### config.mk
export PLATFORM = sky130hd
export DESIGN_NAME = regfile_wb_arbiter
export DESIGN_NICKNAME = d
export VERILOG_FILES = /design/src/rtl/regfile_pkg.sv /design/src/rtl/rr_pick.sv /design/src/rtl/regfile_wb_arbiter.sv
export SDC_FILE = /design/constraint.sdc
export NUM_CORES = 1
export LEC_CHECK = 0
export ABC_CLOCK_PERIOD_IN_PS = 8000
export CORE_MARGIN = 4
export CORE_UTILIZATION = 50
export CTS_BUF_LIST = sky130_fd_sc_hd__clkbuf_8
export CTS_CLUSTER_DIAMETER = 200
export CTS_CLUSTER_SIZE = 12
export DETAILED_ROUTE_END_ITERATION = 6
export GPL_ROUTABILITY_DRIVEN = 0
export PLACE_DENSITY = 0.9
export SLEW_MARGIN = 40
export SYNTH_ARGS = -nofsm -noshare
export SYNTH_HDL_FRONTEND = slang
export SYNTH_SLANG_ARGS = --single-unit
### constraint.sdc
create_clock -name clk -period 8 [get_ports clk]
set_clock_uncertainty 0.15 [all_clocks]
set_input_delay 1.2 -clock clk [delete_from_list [all_inputs] [get_ports clk]]
set_output_delay 1.2 -clock clk [all_outputs]
set_load 0.1 [all_outputs]
### src/rtl/regfile_pkg.sv
// rtl/regfile_pkg.sv - shared register-file widths and writeback request type
package regfile_pkg;

  localparam int REG_DATA_W = 16;
  localparam int REG_NUM_W  = 3;
  localparam int REG_COUNT  = 8;

  typedef struct packed {
    logic                  valid;
    logic [REG_NUM_W-1:0]  num;
    logic [REG_DATA_W-1:0] data;
  } wb_req_t;

endpackage

### src/rtl/rr_pick.sv
// rtl/rr_pick.sv - find-first-set scanning upward from a rotating start index
module rr_pick #(
  parameter int N  = 3,
  parameter int IW = $clog2(N)
) (
  input  logic [N-1:0]  req,
  input  logic [IW-1:0] start,
  output logic [IW-1:0] idx,
  output logic          found
);

  always_comb begin
    idx   = '0;
    found = 1'b0;
    for (int i = 0; i < N; i++) begin
      if (!found && req[IW'((int'(start) + i) % N)]) begin
        found = 1'b1;
        idx   = IW'((int'(start) + i) % N);
      end
    end
  end

endmodule

### src/rtl/regfile_wb_arbiter.sv
// rtl/regfile_wb_arbiter.sv - round-robin arbiter of N writeback requesters onto two regfile write ports
module regfile_wb_arbiter
  import regfile_pkg::*;
#(
  parameter int NREQ   = 3,
  parameter int DATA_W = REG_DATA_W,
  parameter int NUM_W  = REG_NUM_W,
  parameter int CNT_W  = 16
) (
  input  logic                   clk,
  input  logic                   rst,
  input  logic [NREQ-1:0]        req_valid_in,
  input  logic [NREQ*NUM_W-1:0]  req_num_in,
  input  logic [NREQ*DATA_W-1:0] req_data_in,
  output logic [NREQ-1:0]        req_ready_out,
  output logic                   write0_out,
  output logic                   write1_out,
  output logic [NUM_W-1:0]       num_write0_out,
  output logic [NUM_W-1:0]       num_write1_out,
  output logic [DATA_W-1:0]      data_write0_out,
  output logic [DATA_W-1:0]      data_write1_out,
  output logic [CNT_W-1:0]       conflict_cnt_out
);

  localparam int PTR_W = $clog2(NREQ);

  logic [PTR_W-1:0]  rr_ptr, idx0, idx1, last_idx;
  logic              found0, found1;
  logic [NUM_W-1:0]  num_arr  [NREQ];
  logic [DATA_W-1:0] data_arr [NREQ];
  logic [NREQ-1:0]   p1_vec, defer_vec;

  rr_pick #(.N(NREQ), .IW(PTR_W)) u_pick0 (
    .req   (req_valid_in),
    .start (rr_ptr),
    .idx   (idx0),
    .found (found0)
  );

  // Port 1 scans from the same pointer; the port-0 winner and anything
  // targeting its register are masked out, so it lands on the next candidate.
  rr_pick #(.N(NREQ), .IW(PTR_W)) u_pick1 (
    .req   (p1_vec),
    .start (rr_ptr),
    .idx   (idx1),
    .found (found1)
  );

  for (genvar g = 0; g < NREQ; g++) begin : g_req
    assign num_arr[g]  = req_num_in[g*NUM_W +: NUM_W];
    assign data_arr[g] = req_data_in[g*DATA_W +: DATA_W];
    assign p1_vec[g]    = req_valid_in[g] && found0 && (PTR_W'(g) != idx0)
                          && (num_arr[g] != num_arr[idx0]);
    assign defer_vec[g] = req_valid_in[g] && found0 && (PTR_W'(g) != idx0)
                          && (num_arr[g] == num_arr[idx0]);
    assign req_ready_out[g] = !rst && ((found0 && (idx0 == PTR_W'(g)))
                                    || (found1 && (idx1 == PTR_W'(g))));
  end

  assign last_idx = found1 ? idx1 : idx0;

  always_ff @(posedge clk or posedge rst) begin
    if (rst) begin
      write0_out       <= 1'b0;
      write1_out       <= 1'b0;
      num_write0_out   <= '0;
      num_write1_out   <= '0;
      data_write0_out  <= '0;
      data_write1_out  <= '0;
      rr_ptr           <= '0;
      conflict_cnt_out <= '0;
    end else begin
      write0_out <= found0;
      write1_out <= found1;
      if (found0) begin
        num_write0_out  <= num_arr[idx0];
        data_write0_out <= data_arr[idx0];
        rr_ptr <= (last_idx == PTR_W'(NREQ-1)) ? '0 : last_idx + PTR_W'(1);
      end
      if (found1) begin
        num_write1_out  <= num_arr[idx1];
        data_write1_out <= data_arr[idx1];
      end
      if ((|defer_vec) && (conflict_cnt_out != '1))
        conflict_cnt_out <= conflict_cnt_out + CNT_W'(1);
    end
  end

endmodule

Word-level counts from Yosys, hierarchy flattened:

Index checks and enable logic that the tools add are counted.

* bits in writable memories: 0
* output and inout port bits: 59
* logic and storage cells: 118
* register bits after elaboration: 58
* input bits: 62
* latch bits: 0
* memory bits (read-only): 0
* memories kept: 0

* eq/ne operators: 14
* magnitude comparators: 5
* multipliers: 0
* reduce and logical (&&, ||, !) cells: 38
* div/mod/pow operators: 3
* add/subtract/negate cells: 4
* mux-type cells: 44
* bitwise logic cells: 2
* shift operators: 0

Operator list (count)
* binary-select mux 16 bit (select 2 bit): 2
* remainder unit 32 x 3 -> 32 bit, second input constant: 2
* two-way mux 16 bit: 4
* remainder unit 3 x 3 -> 32 bit, second input constant: 1
* logical AND 1 bit: 26
* two-way mux 1 bit: 18
* adder 16 x 1 -> 16 bit, second input constant: 1
* two-way mux 2 bit: 8
* != test 16 bit, second input constant: 1
* binary-select mux 1 bit (select 2 bit): 6
* binary-select mux 3 bit (select 2 bit): 2
* < comparator 2 x 4 -> 1 bit, second input constant: 3
* two-way mux 3 bit: 4
* equality test 3 bit: 3
* != test 3 bit: 3
* equality test 2 bit, second input constant: 3
* greater-or-equal comparator 3 bit, second input constant: 2
* NOT 2 -> 3 bit: 2
* zero test 1 bit: 5
* equality test 2 x 1 -> 1 bit, second input constant: 2
* zero test 2 bit: 2
* adder 2 x 1 -> 3 bit, second input constant: 1
* adder 2 x 2 -> 3 bit, second input constant: 1
* logical OR 1 bit: 3
* other kinds (5): 5

Depth between registers and ports, before layout:

Gate-level depths: netlist of the first run.

* depth in word-level cells: 31
* gate-level depth with buffers: 16

Hierarchy:

A second synthesis of the first run with hierarchy kept.

* cell total of the unflattened synthesis: 463
* area, all modules: 3937.5 um2

By module, submodules not included
* regfile_wb_arbiter: area each 3537.1 um2, instances 1, sequential area each 1451.4 um2, cells each 411
* rr_pick: area each 200.2 um2, instances 2, sequential area each 0.0 um2, cells each 26

Worst setup path before layout of the first run:

OpenSTA, ideal clock, no wires.

* path type: input to output
* start: input req_valid_in[1]
* end: output req_ready_out[0]
* slack: 1874 ps
* data required time: 6650 ps
* arrival time: 4776 ps
* stages: 12
* buffers on the path: 2
* path through: a22o_1 a222oi_1 and3_1 buf_2 nor2_1 o31ai_1 a211oi_2 a221oi_1 or3_1 clkbuf_1 nand3_1 o32ai_1

* cells in the longest elaborated chain, start to end: 30
* elaborated cells between the ends (all ways): 63
* classes of those cells: eq/ne: 5; mux: 33; bitwise: 1; reduce/logical: 24

Ends and longest elaborated chain
* from (decl): RTL line regfile_wb_arbiter.sv:12 `input logic [NREQ-1:0] req_valid_in,`
* binary-select mux 1 bit (select 2 bit): RTL line rr_pick.sv:16 `if (!found && req[IW'((int'(start) + i) % N)]) begin`
* two-way mux 1 bit (implied by the code) (2 in series): RTL line rr_pick.sv:16
* two-way mux 1 bit: RTL line rr_pick.sv:16
* zero test 1 bit: RTL line rr_pick.sv:16
* logical AND 1 bit: RTL line rr_pick.sv:16
* two-way mux 1 bit: RTL line rr_pick.sv:16
* zero test 1 bit: RTL line rr_pick.sv:16
* logical AND 1 bit: RTL line rr_pick.sv:16
* [13 not listed]
* two-way mux 1 bit: RTL line rr_pick.sv:16
* zero test 1 bit: RTL line rr_pick.sv:16
* logical AND 1 bit: RTL line rr_pick.sv:16
* two-way mux 2 bit: RTL line rr_pick.sv:16
* zero test 2 bit: RTL line regfile_wb_arbiter.sv:57 `|| (found1 && (idx1 == PTR_W'(g))));`
* logical AND 1 bit: RTL line regfile_wb_arbiter.sv:57
* logical OR 1 bit (*): RTL line regfile_wb_arbiter.sv:57
* logical AND 1 bit (*): RTL line regfile_wb_arbiter.sv:56 `assign req_ready_out[g] = !rst && ((found0 && (idx0 == PTR_W'(g)))`
* to (decl): RTL line regfile_wb_arbiter.sv:15 `output logic [NREQ-1:0] req_ready_out,`

Every way passes the cells marked *; elsewhere a longest branch is shown, timed or not. The select of a mux whose other input is x is not followed.

Worst setup path in the final report of the first run:

* start: input req_valid_in[2]
* end: output req_ready_out[2]

* cells in the longest elaborated chain, start to end: 30
* elaborated cells between the ends (all ways): 63
* classes of those cells: eq/ne: 7; mux: 33; bitwise: 1; reduce/logical: 22

Ends and longest elaborated chain (RTL line)
* binary-select mux 1 bit (select 2 bit): rr_pick.sv:16
* two-way mux 1 bit (implied by the code) (2 in series): rr_pick.sv:16
* two-way mux 1 bit: rr_pick.sv:16
* zero test 1 bit: rr_pick.sv:16
* logical AND 1 bit: rr_pick.sv:16
* two-way mux 1 bit: rr_pick.sv:16
* zero test 1 bit: rr_pick.sv:16
* logical AND 1 bit: rr_pick.sv:16
* [13 not listed]
* two-way mux 1 bit: rr_pick.sv:16
* zero test 1 bit: rr_pick.sv:16
* logical AND 1 bit: rr_pick.sv:16
* two-way mux 2 bit: rr_pick.sv:16
* equality test 2 bit: regfile_wb_arbiter.sv:57
* logical AND 1 bit: regfile_wb_arbiter.sv:57
* logical OR 1 bit (*): regfile_wb_arbiter.sv:57
* logical AND 1 bit (*): regfile_wb_arbiter.sv:56

Marks and branches as above.

==> results of run 1 <==
## placed cells by master, fill, tap and decap left out, types with 4 or more instances in the layout
cell type,synthesis,layout
clkbuf_8,0,10
a311oi_1,17,17
buf_4,2,9
xnor2_1,17,17
nor3_1,6,5
nor2_1,28,28
mux2i_1,22,22
buf_2,9,56
o21ai_0,5,5
dfrtp_1,58,58
a21o_1,18,18
xor2_1,5,5
nand4_1,6,6
nand2_1,68,68
nand3_1,15,15
o211ai_1,6,6
clkdlybuf4s50_1,0,61
ha_1,4,4
o221ai_1,20,20
and3_1,10,10
a21oi_1,9,9
inv_1,33,33
## flip-flops by register name (all words and copies together) (netlist names)
register,cells
data_write0_out,16
num_write1_out,3
data_write1_out,16
rr_ptr,2
num_write0_out,3
write1_out,1
write0_out,1
conflict_cnt_out,16
## cell families (layout without fill, tap and decap cells)
family | after synthesis | after routing | synth area share (%)
buffers and inverters | 62 | 173 | 6.73
XOR/XNOR | 22 | 22 | 5.16
flip-flops | 58 | 58 | 38.8
AND/OR/NAND/NOR | 151 | 151 | 18.4
AO/OA/AOI/OAI | 105 | 105 | 22.7
adder cells (fa/ha/maj) | 4 | 4 | 1.34
multiplexers | 25 | 25 | 6.80
## area by class of cell
cell class / instances / area [um^2] / share of cell area (%)
Sequential cell: 58 / 1450 / 29.9
Clock buffer: 10 / 138 / 2.83
Tap cell: 99 / 124 / 2.55
Multi-Input combinational cell: 307 / 2040 / 42.0
Clock inverter: 4 / 21.3 / 0.438
Timing Repair Buffer: 126 / 958 / 19.7
Inverter: 33 / 124 / 2.55
## through the flow
stage / cell area [um^2] / hold slack, ps / setup slack (ps)
floorplan: 3740 / 426 / 1870
global placement: 4980 / 310 / 1310
detailed placement: 4700 / 310 / 1140
CTS: 4860 / 325 / 1110
global route: 4860 / 337 / 1020
finish: 4860 / 323 / 1280
## worst register-to-register path: stages, from the launching register on
cell      delay [ps]
dfrtp_1          420
inv_1             70
ha_1             400
mux2_2           400
a222oi_1         500
nand3_1          330
nand2_1          430
buf_4            270
o311a_1          260
o31ai_4          110
o32ai_1          260
or3_2            490
nand2_1          570
o221ai_1         380
## worst max path at each step
| stage | endpoint | slack, ps | cells past startpoint |
|---|---|---|---|
| global placement | req_ready_out[0] | 1310 | 13 |
| finish | req_ready_out[2] | 1280 | 12 |
| detailed placement | req_ready_out[0] | 1140 | 13 |
| global route | req_ready_out[0] | 1020 | 13 |
| floorplan | req_ready_out[0] | 1870 | 12 |
| CTS | req_ready_out[0] | 1110 | 13 |
## routing by layer
| metal | up-vias | part of all wire [%] | track usage (%) |
|---|---|---|---|
| met2 | 249 | 48 | 42.3 |
| li1 | 1760 | - | - |
| met4 | 0 | 2.4 | 9.62 |
| met5 | - | 0 | 0 |
| met3 | 34 | 9.8 | 5.58 |
| met1 | 1786 | 40 | 32.2 |
==> results.py, run 1 <==
metrics = {
    "synthesis": {
        "yosysMostFrequentCell": "nand2_1",
        "synth_area_leaders": "dfrtp_1, nand2_1, mux2i_1",
        "synthTopCellsByCount": "nand2_1, dfrtp_1, inv_1",
        "yosys_register_bits": 58,
        "synth_edf_count": 0,
        "synth_area_per_cell_um2": 8.75,
        "ys.flop_type": "dfrtp_1",
        "yosysUniqueCellTypes": 53,
        "seq_area_frac_synth_pct": 38.8,
        "netlist.area_leader.share_pct": 38.8,
        "synth_top_cell_by_area": "dfrtp_1",
        "syn_area_um2": 3740,
        "yosys_warnings": 0,
        "syn-num-nets": 493,
        "synth_cells": 427,
        "async_reset_ff_share_pct": 100,
    },
    "drt": {
        "num_vias": 3829,
        "post_drt_wl_per_cell_um": 17.8,
        "route.antenna.remaining_nets": 0,
        "dr.pass1.iters": 5,
        "drt-vias-per-instance": 6.01,
        "wirelength_mm": 11.3,
        "drcViolationCount": 0,
        "drt_iter0_markers": 294,
    },
    "timing": {
        "finalSetupViolCount": 0,
        "max_freq_mhz": 149,
        "setup_tns_ps": 0,
        "slew_headroom_pct": 49.7,
        "worst_pin_slew_ps": 755,
        "finalCritPeriodShare_pct": 84.0,
        "rsz0062_at_grt": "false",
        "layout_min_cycle_time_ps": 6720,
        "finalHoldViolCount": 0,
        "slew_viol_final": 0,
    },
    "critical_path": {
        "ff2ff_setup_slack_ps": 2840,
        "worstSetupPathType": "input port to output port",
        "r2r_cells": 13,
        "crit_fanout": 20,
        "critPathBufInv": 3,
        "start_kind": "input port",
        "crit_chain": "clkdlybuf4s50_1, mux2_2, a222oi_1, nand3_1, nand2_1, buf_4, a32oi_1, a21oi_1, and3_1, nor2_1, nor2_1, buf_4",
        "crit_path_start": "req_valid_in[2]",
        "crit_arrival_ps": 5370,
        "cp.required_ps": 6650,
        "critPathMaxStageDelay_ps": 710,
        "critPathSlowestCell": "and3_1",
        "endpoint_kind": "output port",
        "critical-path-top-delay-family": "simple AND/OR/NAND/NOR gates",
        "crit-reg2reg-launch": "rr_ptr[1]",
        "r2r-end": "num_write1_out[1]",
    },
    "clock_network": {
        "cts_buffer_depth": 2,
        "htreeDepth": 3,
        "cts.hold.buffers_added": 0,
        "cts_setup_buffers": 0,
        "ctsRootBufferMaster": "clkbuf_8",
        "cts_tree": "built",
        "cts_resized": 0,
        "worst_skew_pair.late_latency_ps": 340,
        "cts.sinks": 58,
        "path_clk_slew_ps": 60,
        "cts_buffers": 9,
    },
    "floorplanning": {
        "rows": 31,
        "die_y_um": 94.5,
        "ios": 121,
        "start_util_pct": 51.5,
        "dieWidth_um": 94.5,
        "fp.dieArea_um2": 8920,
        "core_area_um2": 7250,
    },
    "placement": {
        "detailed_place_hpwl_mm": 8.28,
        "io_buffers": 120,
        "placed_cells": 623,
    },
    "min_path": {
        "min_from": "data_write0_out[7]",
        "worstHoldEndpoint": "data_write0_out[7]",
        "hold_path_depth": 1,
        "hold_path.class": "register to register",
    },
    "grt": {
        "grt_max_degree": 60,
        "grt_pass1_wl_mm": 18.0,
        "grt.total_usage_pct": 25.4,
        "grt_antenna_before_repair": 0,
        "overflow": 0,
        "grt_pass1_vias": 3710,
    },
    "layout": {
        "instances_no_fill": 637,
        "area_delta_synth_final_pct": 30.0,
        "fillCellCount": 607,
        "drive_gt1_share_pct": 16.9,
        "antennaDiodeCount": 0,
        "utilization_pct": 67.0,
        "finalNetCount": 601,
    },
    "flow_run": {
        "maxCapViolations": 0,
    },
    "status": {
        "status": "finished, final reports clean",
    },
}
Power of run 1 is left out: the tool's default activity adds up to more than one toggle a clock period on the data nets, which glitch-free logic cannot reach.
==> run 2: changes to the inputs <==
--- a/config.mk
+++ b/config.mk
@@ -5,15 +5,15 @@
 export SDC_FILE = /design/constraint.sdc
 export NUM_CORES = 1
 export LEC_CHECK = 0
-export ABC_CLOCK_PERIOD_IN_PS = 8000
+export ABC_CLOCK_PERIOD_IN_PS = 5660
 export CORE_MARGIN = 4
-export CORE_UTILIZATION = 50
+export CORE_UTILIZATION = 43
 export CTS_BUF_LIST = sky130_fd_sc_hd__clkbuf_8
 export CTS_CLUSTER_DIAMETER = 200
 export CTS_CLUSTER_SIZE = 12
 export DETAILED_ROUTE_END_ITERATION = 6
 export GPL_ROUTABILITY_DRIVEN = 0
-export PLACE_DENSITY = 0.9
+export PLACE_DENSITY = 0.82
 export SLEW_MARGIN = 40
 export SYNTH_ARGS = -nofsm -noshare
 export SYNTH_HDL_FRONTEND = slang
==> constraint.sdc (replaced) <==
create_clock -name clk -period 5.66 [get_ports clk]
set_clock_uncertainty 0.15 [all_clocks]
set_input_delay 0.849 -clock clk [delete_from_list [all_inputs] [get_ports clk]]
set_output_delay 0.849 -clock clk [all_outputs]
set_load 0.1 [all_outputs]
==> results.py, run 2 (synthesis results as in run 1) <==
metrics = {
    "status": {
        "status": "finished, final reports clean",
    },
    "critical_path": {
        "r2r_cells": 14,
        "crit_arrival_ps": 4250,
        "cp.required_ps": 4660,
        "r2r-end": "data_write1_out[3]",
        "crit-reg2reg-launch": "rr_ptr[1]",
        "endpoint_kind": "output port",
        "start_kind": "input port",
        "worstSetupPathType": "input port to output port",
        "ff2ff_setup_slack_ps": 950,
        "crit_fanout": 7,
    },
    "timing": {
        "setup_tns_ps": 0,
        "max_freq_mhz": 191,
        "finalSetupViolCount": 0,
        "slew_headroom_pct": 60.0,
        "layout_min_cycle_time_ps": 5250,
        "finalCritPeriodShare_pct": 92.7,
        "rsz0062_at_grt": "false",
        "slew_viol_final": 0,
        "worst_pin_slew_ps": 593,
        "finalHoldViolCount": 0,
    },
    "min_path": {
        "hold_path.class": "register to register",
        "hold_path_depth": 1,
        "min_from": "data_write0_out[13]",
        "worstHoldEndpoint": "data_write0_out[13]",
    },
    "floorplanning": {
        "dieWidth_um": 101,
        "ios": 121,
        "rows": 33,
        "die_y_um": 101,
        "start_util_pct": 44.8,
        "core_area_um2": 8340,
        "fp.dieArea_um2": 10200,
    },
    "layout": {
        "antennaDiodeCount": 0,
        "area_delta_synth_final_pct": 34.1,
        "fillCellCount": 736,
        "finalNetCount": 605,
        "mostFrequentLayoutCells": "nand2_1, clkdlybuf4s50_1, dfrtp_1",
        "drive_gt1_share_pct": 17.8,
        "largestRegisters": "conflict_cnt_out x16, data_write0_out x16, data_write1_out x16",
        "layout_commonest_cell": "nand2_1",
    },
    "clock_network": {
        "htreeDepth": 3,
        "cts_tree": "built",
        "cts.sinks": 58,
        "ctsRootBufferMaster": "clkbuf_8",
        "cts.hold.buffers_added": 0,
        "cts_resized": 0,
        "path_clk_slew_ps": 70,
        "worst_skew_pair.late_latency_ps": 340,
        "cts_buffer_depth": 2,
        "cts_setup_buffers": 0,
        "cts_buffers": 9,
    },
    "grt": {
        "grt.total_usage_pct": 22.4,
        "grt_pass1_vias": 3665,
        "overflow": 0,
        "grt_max_degree": 59,
        "grt_antenna_before_repair": 0,
        "grt_pass1_wl_mm": 18.3,
    },
    "drt": {
        "drt-vias-per-instance": 6.00,
        "num_vias": 3892,
        "post_drt_wl_per_cell_um": 18.1,
        "dr.pass1.iters": 7,
        "wirelength_mm": 11.8,
        "route.antenna.remaining_nets": 0,
        "drcViolationCount": 0,
        "drt_iter0_markers": 323,
    },
    "flow_run": {
        "maxCapViolations": 0,
    },
    "placement": {
        "io_buffers": 120,
        "detailed_place_hpwl_mm": 8.43,
    },
}
-- run 2: worst max-delay path by stage --
stage | end | depth (start not counted) | from | slack (ps)
5_1_grt | req_ready_out[0] | 12 | req_valid_in[1] | 100
3_3_place_gp | req_ready_out[0] | 12 | req_valid_in[2] | 540
6_report | req_ready_out[0] | 12 | req_valid_in[1] | 410
2_1_floorplan | req_ready_out[0] | 12 | req_valid_in[1] | 240
4_1_cts | req_ready_out[0] | 12 | req_valid_in[1] | 480
3_5_place_dp | req_ready_out[0] | 12 | req_valid_in[1] | 510
-- run 2: area by class of cell --
| class | count | area (um^2) | area share (%) |
|---|---|---|---|
| clock inverter | 7 | 101 | 2.02 |
| sequential | 58 | 1450 | 29.0 |
| multi-input combinational | 307 | 2040 | 40.7 |
| inverter | 33 | 124 | 2.47 |
| clock buffer | 9 | 124 | 2.47 |
| tap | 105 | 131 | 2.62 |
| timing repair buffer | 130 | 1040 | 20.7 |
-- run 2: worst max-delay path, cell delays in order --
cell,delay (ps)
clkdlybuf4s50_1,510
a22o_1,290
a222oi_1,520
nand3_1,340
a211oi_1,340
o21bai_1,230
o31ai_4,120
o32ai_1,280
or3_1,190
nand3_1,70
o32ai_1,260
buf_12,240
-- run 2: per-stage QoR --
stage | worst slack [ps] | std cells | hold WS [ps] | instance area, um^2 | utilization [%]
final | 413 | 649 | 331 | 5010 | 60.1
after global routing | 104 | 649 | 341 | 5010 | 60.1
after CTS | 476 | 648 | 333 | 4990 | 59.8
after detailed placement | 507 | 632 | 315 | 4770 | 57.1
after global placement | 540 | 632 | 311 | 5050 | 60.5
after floorplan | 236 | 427 | 426 | 3740 | -
-- run 2: metal layers --
metal	part of all wire, %	track usage [%]	wire, um
met2	47	36.4	5570
met1	41	29.7	4830
met5	0	0	0
met3	11	6.34	1250
met4	0.90	5.01	106
Power of run 2 is left out for the same reason.
==> run 3: changes to the inputs <==
--- a/config.mk
+++ b/config.mk
@@ -5,15 +5,16 @@
 export SDC_FILE = /design/constraint.sdc
 export NUM_CORES = 1
 export LEC_CHECK = 0
-export ABC_CLOCK_PERIOD_IN_PS = 5660
+export ABC_CLOCK_PERIOD_IN_PS = 5200
 export CORE_MARGIN = 4
-export CORE_UTILIZATION = 43
+export CORE_UTILIZATION = 48
 export CTS_BUF_LIST = sky130_fd_sc_hd__clkbuf_8
 export CTS_CLUSTER_DIAMETER = 200
 export CTS_CLUSTER_SIZE = 12
 export DETAILED_ROUTE_END_ITERATION = 6
 export GPL_ROUTABILITY_DRIVEN = 0
-export PLACE_DENSITY = 0.82
+export PLACE_DENSITY = 0.87
+export SKIP_LAST_GASP = 1
 export SLEW_MARGIN = 40
 export SYNTH_ARGS = -nofsm -noshare
 export SYNTH_HDL_FRONTEND = slang
==> constraint.sdc (replaced) <==
create_clock -name clk -period 5.2 [get_ports clk]
set_clock_uncertainty 0.15 [all_clocks]
set_input_delay 0.78 -clock clk [delete_from_list [all_inputs] [get_ports clk]]
set_output_delay 0.78 -clock clk [all_outputs]
set_load 0.1 [all_outputs]
==> results.py, run 3 (synthesis results as in run 1) <==
metrics = {
    "clock_network": {
        "cts_buffer_depth": 2,
        "ctsRootBufferMaster": "clkbuf_8",
        "cts.sinks": 58,
        "path_clk_slew_ps": 70,
        "htreeDepth": 3,
        "worst_skew_pair.late_latency_ps": 340,
        "cts_buffers": 9,
        "cts.hold.buffers_added": 0,
        "cts_tree": "built",
    },
    "critical_path": {
        "r2r_cells": 14,
        "worstSetupPathType": "input port to output port",
        "cp.required_ps": 4270,
        "crit_chain": "clkdlybuf4s50_1, mux2_2, a22o_1, o32ai_2, o21ai_0, o311a_1, o31ai_4, o32ai_1, or3_1, nand3_1, o32ai_2, buf_12",
        "crit_arrival_ps": 4060,
        "start_kind": "input port",
        "endpoint_kind": "output port",
        "path_depth": 12,
        "cp_common_cell": "o32ai_2",
        "critPathSlowestCell": "clkdlybuf4s50_1",
        "crit_fanout": 7,
        "critPathBufInv": 2,
        "critical-path-top-delay-family": "compound AO/OA/AOI/OAI gates",
        "critPathMaxStageDelay_ps": 550,
    },
    "timing": {
        "rsz0062_at_grt": "false",
        "max_freq_mhz": 200,
        "slew_headroom_pct": 51.8,
        "slew_viol_final": 0,
        "worst_pin_slew_ps": 723,
        "finalSetupViolCount": 0,
        "finalCritPeriodShare_pct": 96.1,
        "finalHoldViolCount": 0,
        "holdWs_ps": 330,
        "setup_tns_ps": 0,
        "layout_min_cycle_time_ps": 4990,
    },
    "floorplanning": {
        "rows": 31,
        "start_util_pct": 50.4,
        "die_y_um": 96.2,
        "ios": 121,
        "core_area_um2": 7410,
        "fp.dieArea_um2": 9260,
        "dieWidth_um": 96.2,
    },
    "placement": {
        "detailed_place_hpwl_mm": 8.31,
        "placed_cells": 627,
        "io_buffers": 120,
    },
    "flow_run": {
        "maxCapViolations": 0,
    },
    "drt": {
        "drcViolationCount": 0,
        "post_drt_wl_per_cell_um": 18.0,
        "wirelength_mm": 11.6,
        "num_vias": 3864,
        "route.antenna.remaining_nets": 0,
        "dr.pass1.iters": 5,
        "drt_iter0_markers": 376,
        "drt-vias-per-instance": 6.00,
    },
    "grt": {
        "grt.total_usage_pct": 25.2,
        "top_usage_layer": "met2",
        "grt_antenna_before_repair": 0,
        "grt_max_degree": 59,
        "globalRouteMet2Util_pct": 40.5,
        "grt_util_met1_pct": 33.5,
        "grt_pass1_wl_mm": 18.2,
        "overflow": 0,
        "grt_pass1_vias": 3652,
        "grtUsageMet3_pct": 5.79,
    },
    "min_path": {
        "hold_path.class": "register to register",
        "hold_path_depth": 1,
    },
    "layout": {
        "layout_commonest_cell": "nand2_1",
        "largestRegisters": "conflict_cnt_out x16, data_write0_out x16, data_write1_out x16",
        "area_delta_synth_final_pct": 34.4,
        "mostFrequentLayoutCells": "nand2_1, clkdlybuf4s50_1, dfrtp_1",
        "drive_gt1_share_pct": 18.5,
        "antennaDiodeCount": 0,
        "instances_no_fill": 644,
        "finalNetCount": 606,
        "fillCellCount": 614,
    },
    "status": {
        "status": "finished, final reports clean",
    },
}
## run 3: cell count changes in the layout (fill, tap and decap cells not counted)
cell | previous run | this run
a21oi_2 | 1 | 2
o21ai_0 | 5 | 4
a21oi_1 | 9 | 8
o32a_4 | 0 | 1
o21ai_1 | 2 | 3
buf_12 | 4 | 3
o32ai_1 | 2 | 1
o32a_2 | 1 | 0
nor2_1 | 28 | 27
o32ai_2 | 1 | 2
buf_4 | 9 | 11
nor2_2 | 0 | 1
## run 3: repair_timing
item	in CTS	in global routing
endpoints found under the setup margin	0	3
setup buffers	0	1
resized for setup	0	2
## run 3: worst paths after layout
| kind | to | from | slack, ps |
|---|---|---|---|
| setup / recovery | req_ready_out[0] | req_valid_in[2] | 210 |
| hold / removal | data_write0_out[15] | data_write0_out[15] | 330 |
| setup reg to reg | data_write1_out[1] | rr_ptr[1] | 630 |
| hold reg to reg | data_write0_out[15] | data_write0_out[15] | 330 |
| max in group asynchronous | data_write1_out[15] | rst | 3370 |
| min in group asynchronous | data_write0_out[13] | rst | 1050 |
## run 3: cell type report
type                       instances  area (um^2)  share of cell area [%]
multi-input combinational        307         2070                    41.1
sequential                        58         1450                    28.9
timing repair buffer             131         1030                    20.6
clock buffer                       9          124                    2.47
inverter                          33          124                    2.47
tap                               99          124                    2.47
clock inverter                     7          101                    2.02
## run 3: routing by layer
metal  wire length, um  share of wire, %
met5                 0                 0
met3              1320                11
met2              5270                45
met4               238               2.1
met1              4780                41
## run 3: stage by stage
stage / setup slack (ps) / utilization [%] / instance area [um^2]
2_1_floorplan: 433 / - / 3750
4_1_cts: 159 / 67.6 / 5000
3_5_place_dp: 182 / 64.5 / 4780
5_1_grt: 11.6 / 67.8 / 5020
3_3_place_gp: 312 / 68.3 / 5060
6_report: 205 / 67.8 / 5020
Power of run 3 is left out for the same reason.
